$ cat src/rtl/tx_port_gate_arbiter_128_pkg.sv
// tx_gate_pkg: shared types and constants for the tx_port gate arbiter.
//   state_e          - arbiter FSM states
//   C_GATE_FLAG_BIT  - flag bit position for the default 128-bit gate word
//   LEN_LSB/OFF_LSB/LAST_BIT - header field offsets inside the gate payload
//   gate_width()     - gate word width (payload plus flag bit)
package tx_gate_pkg;

    typedef enum logic [1:0] {
        IDLE = 2'd0,
        HDR  = 2'd1,
        DATA = 2'd2,
        END2 = 2'd3
    } state_e;

    localparam int C_DATA_WIDTH_DFLT = 128;
    localparam int C_GATE_FLAG_BIT   = C_DATA_WIDTH_DFLT;

    // Header payload layout: {64'd0, len[31:0], off[30:0], last}
    localparam int LEN_LSB  = 32;
    localparam int OFF_LSB  = 1;
    localparam int LAST_BIT = 0;

    function automatic int gate_width(input int data_width);
        return data_width + 1;
    endfunction

endpackage

$ cat src/rtl/tx_port_gate_arbiter_128_if.sv
// Bus between the channel gates, the arbiter and the TX formatting engine.
//   master: arbiter side (drives pops, header/data presentation, completion)
//   slave : environment side (gate heads/empties, downstream ready)
interface tx_port_gate_arbiter_128_if #(
    parameter int C_NUM_CHNL   = 4,
    parameter int C_DATA_WIDTH = 128,
    parameter int C_CHNL_W     = (C_NUM_CHNL > 1) ? $clog2(C_NUM_CHNL) : 1
);
    logic [C_NUM_CHNL*(C_DATA_WIDTH+1)-1:0] GATE_RD_DATA;
    logic [C_NUM_CHNL-1:0]                  GATE_RD_EMPTY;
    logic [C_NUM_CHNL-1:0]                  GATE_RD_EN;
    logic                                   TXN_VALID;
    logic                                   TXN_READY;
    logic [C_CHNL_W-1:0]                    TXN_CHNL;
    logic [31:0]                            TXN_LEN;
    logic [30:0]                            TXN_OFF;
    logic                                   TXN_LAST;
    logic [C_DATA_WIDTH-1:0]                DATA;
    logic                                   DATA_VALID;
    logic                                   DATA_READY;
    logic                                   TXN_DONE;
    logic [31:0]                            TXN_WORDS;
    logic                                   PROTO_ERR;

    modport master (
        input  GATE_RD_DATA, GATE_RD_EMPTY, TXN_READY, DATA_READY,
        output GATE_RD_EN, TXN_VALID, TXN_CHNL, TXN_LEN, TXN_OFF, TXN_LAST,
               DATA, DATA_VALID, TXN_DONE, TXN_WORDS, PROTO_ERR
    );

    modport slave (
        output GATE_RD_DATA, GATE_RD_EMPTY, TXN_READY, DATA_READY,
        input  GATE_RD_EN, TXN_VALID, TXN_CHNL, TXN_LEN, TXN_OFF, TXN_LAST,
               DATA, DATA_VALID, TXN_DONE, TXN_WORDS, PROTO_ERR
    );

endinterface

$ cat src/rtl/tx_port_gate_arbiter_128_rr_pick.sv
// tx_port_gate_rr_pick: combinational round-robin picker.
//   req - request vector, one bit per gate
//   ptr - highest-priority index this round
//   vld - at least one request present
//   idx - first requesting index at or after ptr, wrapping modulo N
module tx_port_gate_rr_pick #(
    parameter int N = 4,
    parameter int W = 2
) (
    input  logic [N-1:0] req,
    input  logic [W-1:0] ptr,
    output logic         vld,
    output logic [W-1:0] idx
);

    // Walk offsets from farthest to nearest so the nearest requester is the
    // last one written and therefore wins.
    always_comb begin
        int c;
        c   = 0;
        vld = 1'b0;
        idx = '0;
        for (int k = N - 1; k >= 0; k--) begin
            c = int'(ptr) + k;
            if (c >= N) c = c - N;
            if (req[c]) begin
                vld = 1'b1;
                idx = W'(c);
            end
        end
    end

endmodule

$ cat src/rtl/tx_port_gate_arbiter_128.sv
// tx_port_gate_arbiter_128: round-robin drain of the tx_port channel gates
// into one transmit path. A grant is held for a whole transaction (header,
// data words, two end markers).
//   CLK - gate read clock
//   RST - synchronous active-high reset
//   bus - master side: gate pops, header/data handshakes, completion/error
module tx_port_gate_arbiter_128
    import tx_gate_pkg::*;
#(
    parameter int C_NUM_CHNL   = 4,
    parameter int C_DATA_WIDTH = C_DATA_WIDTH_DFLT,
    parameter int C_CHNL_W     = (C_NUM_CHNL > 1) ? $clog2(C_NUM_CHNL) : 1
) (
    input  logic                       CLK,
    input  logic                       RST,
    tx_port_gate_arbiter_128_if.master bus
);

    localparam int GW       = gate_width(C_DATA_WIDTH);
    localparam int FLAG_BIT = GW - 1;

    state_e              state_q, state_d;
    logic [C_CHNL_W-1:0] gnt_q, ptr_q, pick_idx, next_ptr;
    logic [31:0]         cnt_q;
    logic                pick_vld;

    logic [C_NUM_CHNL-1:0][GW-1:0] heads;
    logic [GW-1:0]                 head;
    logic                          flag, empty_g;
    logic                          pop, txn_valid, data_valid, done, perr;

    // Head-word mux: the granted gate's FIFO output feeds every field directly.
    assign heads   = bus.GATE_RD_DATA;
    assign head    = heads[gnt_q];
    assign flag    = head[FLAG_BIT];
    assign empty_g = bus.GATE_RD_EMPTY[gnt_q];

    tx_port_gate_rr_pick #(.N(C_NUM_CHNL), .W(C_CHNL_W)) u_pick (
        .req (~bus.GATE_RD_EMPTY),
        .ptr (ptr_q),
        .vld (pick_vld),
        .idx (pick_idx)
    );

    assign next_ptr = (gnt_q == C_CHNL_W'(C_NUM_CHNL - 1)) ? '0 : gnt_q + 1'b1;

    // State register
    always_ff @(posedge CLK) begin
        if (RST) state_q <= IDLE;
        else     state_q <= state_d;
    end

    // Next-state logic; an empty granted gate simply holds the state.
    always_comb begin
        state_d = state_q;
        case (state_q)
            IDLE: if (pick_vld) state_d = HDR;
            HDR:  if (!empty_g && flag && bus.TXN_READY) state_d = DATA;
            DATA: if (!empty_g && flag) state_d = END2;
            END2: if (!empty_g) state_d = IDLE;
            default: state_d = IDLE;
        endcase
    end

    // Output logic. Everything is forced low while RST is high so nothing
    // is popped in the reset cycle.
    always_comb begin
        pop        = 1'b0;
        txn_valid  = 1'b0;
        data_valid = 1'b0;
        done       = 1'b0;
        perr       = 1'b0;
        if (!RST && !empty_g) begin
            case (state_q)
                HDR: begin
                    if (flag) begin
                        txn_valid = 1'b1;
                        pop       = bus.TXN_READY;
                    end else begin
                        // stray data word where a header belongs: discard it
                        pop  = 1'b1;
                        perr = 1'b1;
                    end
                end
                DATA: begin
                    if (!flag) begin
                        data_valid = 1'b1;
                        pop        = bus.DATA_READY;
                    end else begin
                        pop = 1'b1;  // first end marker, no handshake
                    end
                end
                END2: begin
                    if (flag) begin
                        pop  = 1'b1;
                        done = 1'b1;
                    end else begin
                        perr = 1'b1;  // left in place for the next grant
                    end
                end
                default: ;
            endcase
        end
    end

    // Grant, round-robin pointer and word counter
    always_ff @(posedge CLK) begin
        if (RST) begin
            gnt_q <= '0;
            ptr_q <= '0;
            cnt_q <= '0;
        end else begin
            if (state_q == IDLE && pick_vld) gnt_q <= pick_idx;
            if (done) ptr_q <= next_ptr;
            // Cleared on any exit from END2 so an aborted transaction does
            // not leak its count into the next one.
            if (data_valid && bus.DATA_READY)   cnt_q <= cnt_q + 32'd1;
            else if (state_q == END2 && !empty_g) cnt_q <= '0;
        end
    end

    assign bus.GATE_RD_EN = pop ? (C_NUM_CHNL'(1) << gnt_q) : '0;
    assign bus.TXN_VALID  = txn_valid;
    assign bus.TXN_CHNL   = gnt_q;
    assign bus.TXN_LEN    = head[LEN_LSB +: 32];
    assign bus.TXN_OFF    = head[OFF_LSB +: 31];
    assign bus.TXN_LAST   = head[LAST_BIT];
    assign bus.DATA       = head[C_DATA_WIDTH-1:0];
    assign bus.DATA_VALID = data_valid;
    assign bus.TXN_DONE   = done;
    assign bus.TXN_WORDS  = cnt_q;
    assign bus.PROTO_ERR  = perr;

endmodule

$ cat src/flat_wrapper.sv
// flat-port wrapper written by rule: the top's interface ports become plain ports
module tx_port_gate_arbiter_128_flat import tx_gate_pkg::*;
#(
    parameter int C_NUM_CHNL   = 4,
    parameter int C_DATA_WIDTH = C_DATA_WIDTH_DFLT,
    parameter int C_CHNL_W     = (C_NUM_CHNL > 1) ? $clog2(C_NUM_CHNL) : 1
)
  (CLK, RST, bus_GATE_RD_DATA, bus_GATE_RD_EMPTY, bus_TXN_READY, bus_DATA_READY, bus_GATE_RD_EN, bus_TXN_VALID, bus_TXN_CHNL, bus_TXN_LEN, bus_TXN_OFF, bus_TXN_LAST, bus_DATA, bus_DATA_VALID, bus_TXN_DONE, bus_TXN_WORDS, bus_PROTO_ERR);
  tx_port_gate_arbiter_128_if #(.C_NUM_CHNL(C_NUM_CHNL), .C_DATA_WIDTH(C_DATA_WIDTH), .C_CHNL_W(C_CHNL_W)) bus_i ();
  input  logic CLK;
  input  logic RST;
  input wire logic [$bits(bus_i.GATE_RD_DATA)-1:0] bus_GATE_RD_DATA;
  input wire logic [$bits(bus_i.GATE_RD_EMPTY)-1:0] bus_GATE_RD_EMPTY;
  input wire logic [$bits(bus_i.TXN_READY)-1:0] bus_TXN_READY;
  input wire logic [$bits(bus_i.DATA_READY)-1:0] bus_DATA_READY;
  output wire logic [$bits(bus_i.GATE_RD_EN)-1:0] bus_GATE_RD_EN;
  output wire logic [$bits(bus_i.TXN_VALID)-1:0] bus_TXN_VALID;
  output wire logic [$bits(bus_i.TXN_CHNL)-1:0] bus_TXN_CHNL;
  output wire logic [$bits(bus_i.TXN_LEN)-1:0] bus_TXN_LEN;
  output wire logic [$bits(bus_i.TXN_OFF)-1:0] bus_TXN_OFF;
  output wire logic [$bits(bus_i.TXN_LAST)-1:0] bus_TXN_LAST;
  output wire logic [$bits(bus_i.DATA)-1:0] bus_DATA;
  output wire logic [$bits(bus_i.DATA_VALID)-1:0] bus_DATA_VALID;
  output wire logic [$bits(bus_i.TXN_DONE)-1:0] bus_TXN_DONE;
  output wire logic [$bits(bus_i.TXN_WORDS)-1:0] bus_TXN_WORDS;
  output wire logic [$bits(bus_i.PROTO_ERR)-1:0] bus_PROTO_ERR;
  assign bus_i.GATE_RD_DATA = bus_GATE_RD_DATA;
  assign bus_i.GATE_RD_EMPTY = bus_GATE_RD_EMPTY;
  assign bus_i.TXN_READY = bus_TXN_READY;
  assign bus_i.DATA_READY = bus_DATA_READY;
  assign bus_GATE_RD_EN = bus_i.GATE_RD_EN;
  assign bus_TXN_VALID = bus_i.TXN_VALID;
  assign bus_TXN_CHNL = bus_i.TXN_CHNL;
  assign bus_TXN_LEN = bus_i.TXN_LEN;
  assign bus_TXN_OFF = bus_i.TXN_OFF;
  assign bus_TXN_LAST = bus_i.TXN_LAST;
  assign bus_DATA = bus_i.DATA;
  assign bus_DATA_VALID = bus_i.DATA_VALID;
  assign bus_TXN_DONE = bus_i.TXN_DONE;
  assign bus_TXN_WORDS = bus_i.TXN_WORDS;
  assign bus_PROTO_ERR = bus_i.PROTO_ERR;
  tx_port_gate_arbiter_128 #(.C_NUM_CHNL(C_NUM_CHNL), .C_DATA_WIDTH(C_DATA_WIDTH), .C_CHNL_W(C_CHNL_W)) u_core (.CLK(CLK), .RST(RST), .bus(bus_i));
endmodule
$ cat config.mk
export PLATFORM = sky130hd
export DESIGN_NAME = tx_port_gate_arbiter_128_flat
export DESIGN_NICKNAME = d
export VERILOG_FILES = /design/src/rtl/tx_port_gate_arbiter_128_pkg.sv /design/src/rtl/tx_port_gate_arbiter_128_if.sv /design/src/rtl/tx_port_gate_arbiter_128_rr_pick.sv /design/src/rtl/tx_port_gate_arbiter_128.sv /design/src/flat_wrapper.sv
export SDC_FILE = /design/constraint.sdc
export NUM_CORES = 1
export LEC_CHECK = 0
export CORE_AREA = 2 2 291 293
export DETAILED_ROUTE_END_ITERATION = 10
export DIE_AREA = 0 0 293 295
export GPL_TIMING_DRIVEN = 0
export PLACE_DENSITY_LB_ADDON = 0.25
export SETUP_SLACK_MARGIN = 0.3
export SYNTH_ARGS = -nofsm -noshare
export SYNTH_HDL_FRONTEND = slang
export SYNTH_SLANG_ARGS = --single-unit
$ cat constraint.sdc
create_clock -name CLK -period 5.4 [get_ports CLK]
set_input_delay 0.54 -clock CLK [delete_from_list [all_inputs] [get_ports CLK]]
set_output_delay 0.54 -clock CLK [all_outputs]
set_load 0.005 [all_outputs]
==> results.sh, run 1 <==
export IMPL_status="completed"
export IMPL_r2r_start="u_core.bus.TXN_CHNL[1]$_SDFFE_PP0P_"
export IMPL_dp_slack_ns=0.8301
export IMPL_ys_seq_area_share_pct=13.57
export IMPL_peakVddDrop_mv=0.1098
export IMPL_fp_dieArea_mm2=0.08644
export IMPL_syn_area_mm2=0.005608
export IMPL_endpoint_kind="output port"
export IMPL_slew_viol_final=0
export IMPL_hold_viol=0
export IMPL_drc=0
export IMPL_die_x_um=293
export IMPL_cp_required_ns=4.86
export IMPL_clk_latency_ns=0.29
export IMPL_cts_htree_levels=2
export IMPL_grt_antenna_before_repair=117
export IMPL_num_rows=106
export IMPL_r2r_end="u_core.ptr_q[1]$_SDFFE_PP0P_"
export IMPL_grt_start_max_net_pins=14
export IMPL_cts_buffers=5
export IMPL_placed_area_mm2=0.01453
export IMPL_grt_pass1_wl_mm=105.2
export IMPL_startpoint="u_core.bus.TXN_CHNL[0]$_SDFFE_PP0P_"
export IMPL_ys_flop_type="dfxtp_1"
export IMPL_cts_tree="built"
export IMPL_cp_endpoint="bus_TXN_LEN[22]"
export IMPL_post_cts_buffers=0
export IMPL_fin_ws_ns=0.7879
export IMPL_grtUsageTotal_pct=19.32
export IMPL_min_from="u_core.bus.TXN_WORDS[31]$_SDFFE_PP0P_"
export IMPL_via_per_inst=3.687
export IMPL_setup_viol=0
export IMPL_clock_fmax_mhz=216.8
export IMPL_tns_ns=0
export IMPL_cts_resized=0
export IMPL_worstPathMaxFanout=10
export IMPL_syn_nets=1015
export IMPL_power_total_uw=3036
export IMPL_max_slew_margin_pct=18.55
export IMPL_grt_ovfl_total=0
export IMPL_cap_violations=0
export IMPL_finalClockSkew_ns=0.005654
export IMPL_io_buffer_count=756
export IMPL_drtIter0Drc=461
export IMPL_synth_cell_types=46
export IMPL_synth_edff_count=0
export IMPL_ys_warn_count=0
export IMPL_hold_class="reg -> reg"
export IMPL_synth_async_sr_flop_share_pct=0
export IMPL_clk_pin_slew_ns=0.06
export IMPL_layout_drive_gt1_share_pct=16.77
export IMPL_core_mm2=0.08316
export IMPL_p_leak_uw=0.004822
export IMPL_final_nets=1778
export IMPL_cts_sinks=38
export IMPL_worstPathArrival_ns=4.07
export IMPL_ant_nets=0
export IMPL_fin_crit_sh_pct=85.41
export IMPL_start_util_pct=6.744
export IMPL_rrSetupSlack_ns=1.86
export IMPL_r2r_worst_path_cells=7
export IMPL_tightest_slew_ns=1.222
export IMPL_syn_avg_cell_area_um2=11.63
export IMPL_routedWlPerCell_um=37.58
export IMPL_via_count=8636
export IMPL_die_h_um=295
export IMPL_hpwl_mm=81.81
export IMPL_grt_pass1_vias=8641
export IMPL_holdBufCountCts=0
export IMPL_holdWs_ns=0.4792
export IMPL_synthToLayoutAreaGrowth_pct=163.3
export IMPL_synth_seq_cells=38
export IMPL_io_pins=758
export IMPL_drt_wl_total_mm=88.01
export IMPL_power_density_mw_per_mm2=205.6
export IMPL_fin_area_mm2=0.01477
export IMPL_cp_start_kind="register"
export IMPL_rsz0062_at_grt="false"
export IMPL_root_buffer="clkbuf_16"
export IMPL_gp_congestion=0.9232
export IMPL_drtPass1Iterations=4
export IMPL_synth_cells=482
export IMPL_path_class="reg -> out"
export IMPL_period_needed_ns=4.612
export IMPL_cts_buffer_depth=2
critical path, stage by stage, from the launching register on:
cell,delay (ns)
dfxtp_1,0.40
buf_2,0.39
buf_1,0.69
buf_1,0.78
mux4_2,0.68
buf_4,0.17
clkdlybuf4s50_1,0.63
layer usage:
layer	track usage [%]	share of wire [%]	vias to the layer above
li1	-	-	3475
met1	22.25	38	4321
met2	30.53	45	607
met3	10.89	13	157
met4	5.478	3.1	76
met5	0	0.55	-
registers in the layout (all words and copies together) (netlist names):
signal and count:
u_core.state_q 2, u_core.bus.TXN_WORDS 32, u_core.ptr_q 2, u_core.bus.TXN_CHNL 2
how the worst min path moves through the flow:
stage | endpoint | slack, ns | cells after the start
3_5_place_dp | u_core.bus.TXN_WORDS[31]$_SDFFE_PP0P_ | 0.47 | 1
3_3_place_gp | u_core.bus.TXN_WORDS[31]$_SDFFE_PP0P_ | 0.46 | 1
2_1_floorplan | u_core.bus.TXN_WORDS[16]$_SDFFE_PP0P_ | 0.46 | 1
5_1_grt | u_core.bus.TXN_WORDS[31]$_SDFFE_PP0P_ | 0.52 | 1
4_1_cts | u_core.bus.TXN_WORDS[31]$_SDFFE_PP0P_ | 0.48 | 1
6_report | u_core.bus.TXN_WORDS[31]$_SDFFE_PP0P_ | 0.48 | 1
Yosys cell counts, drive strengths merged (5+ instances only):
cell / instances / area (µm²)
and3: 12 / 75.07
inv: 14 / 52.55
a21oi: 14 / 70.07
nor3: 6 / 30.03
dfxtp: 38 / 760.7
mux4: 130 / 2928
o31ai: 6 / 45.04
clkbuf: 17 / 63.81
xor2: 6 / 52.55
nand3: 18 / 90.09
mux2i: 5 / 50.05
nand2: 22 / 82.58
ha: 9 / 112.6
nor2: 24 / 90.09
nand4: 15 / 100.1
a211oi: 7 / 52.55
buf: 85 / 564.3
o211ai: 8 / 60.06
o21ai: 8 / 40.03
and2: 7 / 43.79
cell type report:
class,count,area [µm²]
flip-flops and latches,38,760.7
diodes,16,40.04
repair buffers,756,7567
well taps,1080,1351
inverters,14,52.55
multi-input cells,328,4173
fillers,9178,68390
clock inverters,3,68.82
clock buffers,5,125.1
plain buffers,102,628.1
report_power, final:
part           internal (µW)  switching, µW  total [µW]
clock                    266            133         399
combinational           1340            999        2330
sequential               291           11.6         302
kinds of logic (layout without fill, tap and decap cells):
kind of cell / count (synthesis) / after routing / synth area share [%]
muxes: 135 / 135 / 53.10
and+or+nand+nor: 120 / 120 / 11.31
buffers and inverters: 116 / 880 / 12.14
AOI/OAI and AO/OA: 57 / 57 / 6.783
DFF: 38 / 38 / 13.57
adders and majority gates: 9 / 9 / 2.008
xor gates and xnor gates: 7 / 7 / 1.093
other: 0 / 16 / 0
per-stage QoR:
| stage | instances | utilization (%) |
|---|---|---|
| after floorplan | 482 | - |
| after global placement | 2318 | 17.47 |
| after detailed placement | 2318 | 17.48 |
| after CTS | 2326 | 17.71 |
| after global routing | 2336 | 17.74 |
| final | 2342 | 17.76 |
layout by cell type, fill, tap and decap left out, drive strengths merged, types with 3 or more instances in the layout:
cell           count
a211oi             7
a21oi             14
and2               7
and3              12
buf               85
clkbuf            22
clkdlybuf4s50    756
dfxtp             38
diode             16
ha                 9
inv               14
mux2i              5
mux4             130
nand2             22
nand3             18
nand4             15
nor2              24
nor3               6
nor4               3
o211ai             8
o21ai              8
o31ai              6
or2                4
xor2               6
(Power assumes the default switching activity.)
==> inputs of run 2 (changes only) <==
--- a/config.mk
+++ b/config.mk
@@ -6,6 +6,7 @@
 export NUM_CORES = 1
 export LEC_CHECK = 0
 export CORE_AREA = 2 2 291 293
+export CTS_CLUSTER_DIAMETER = 50
 export DETAILED_ROUTE_END_ITERATION = 10
 export DIE_AREA = 0 0 293 295
 export GPL_TIMING_DRIVEN = 0
==> results of run 2 <==
The final DEF is identical to that of run 1; final timing and power are the same.
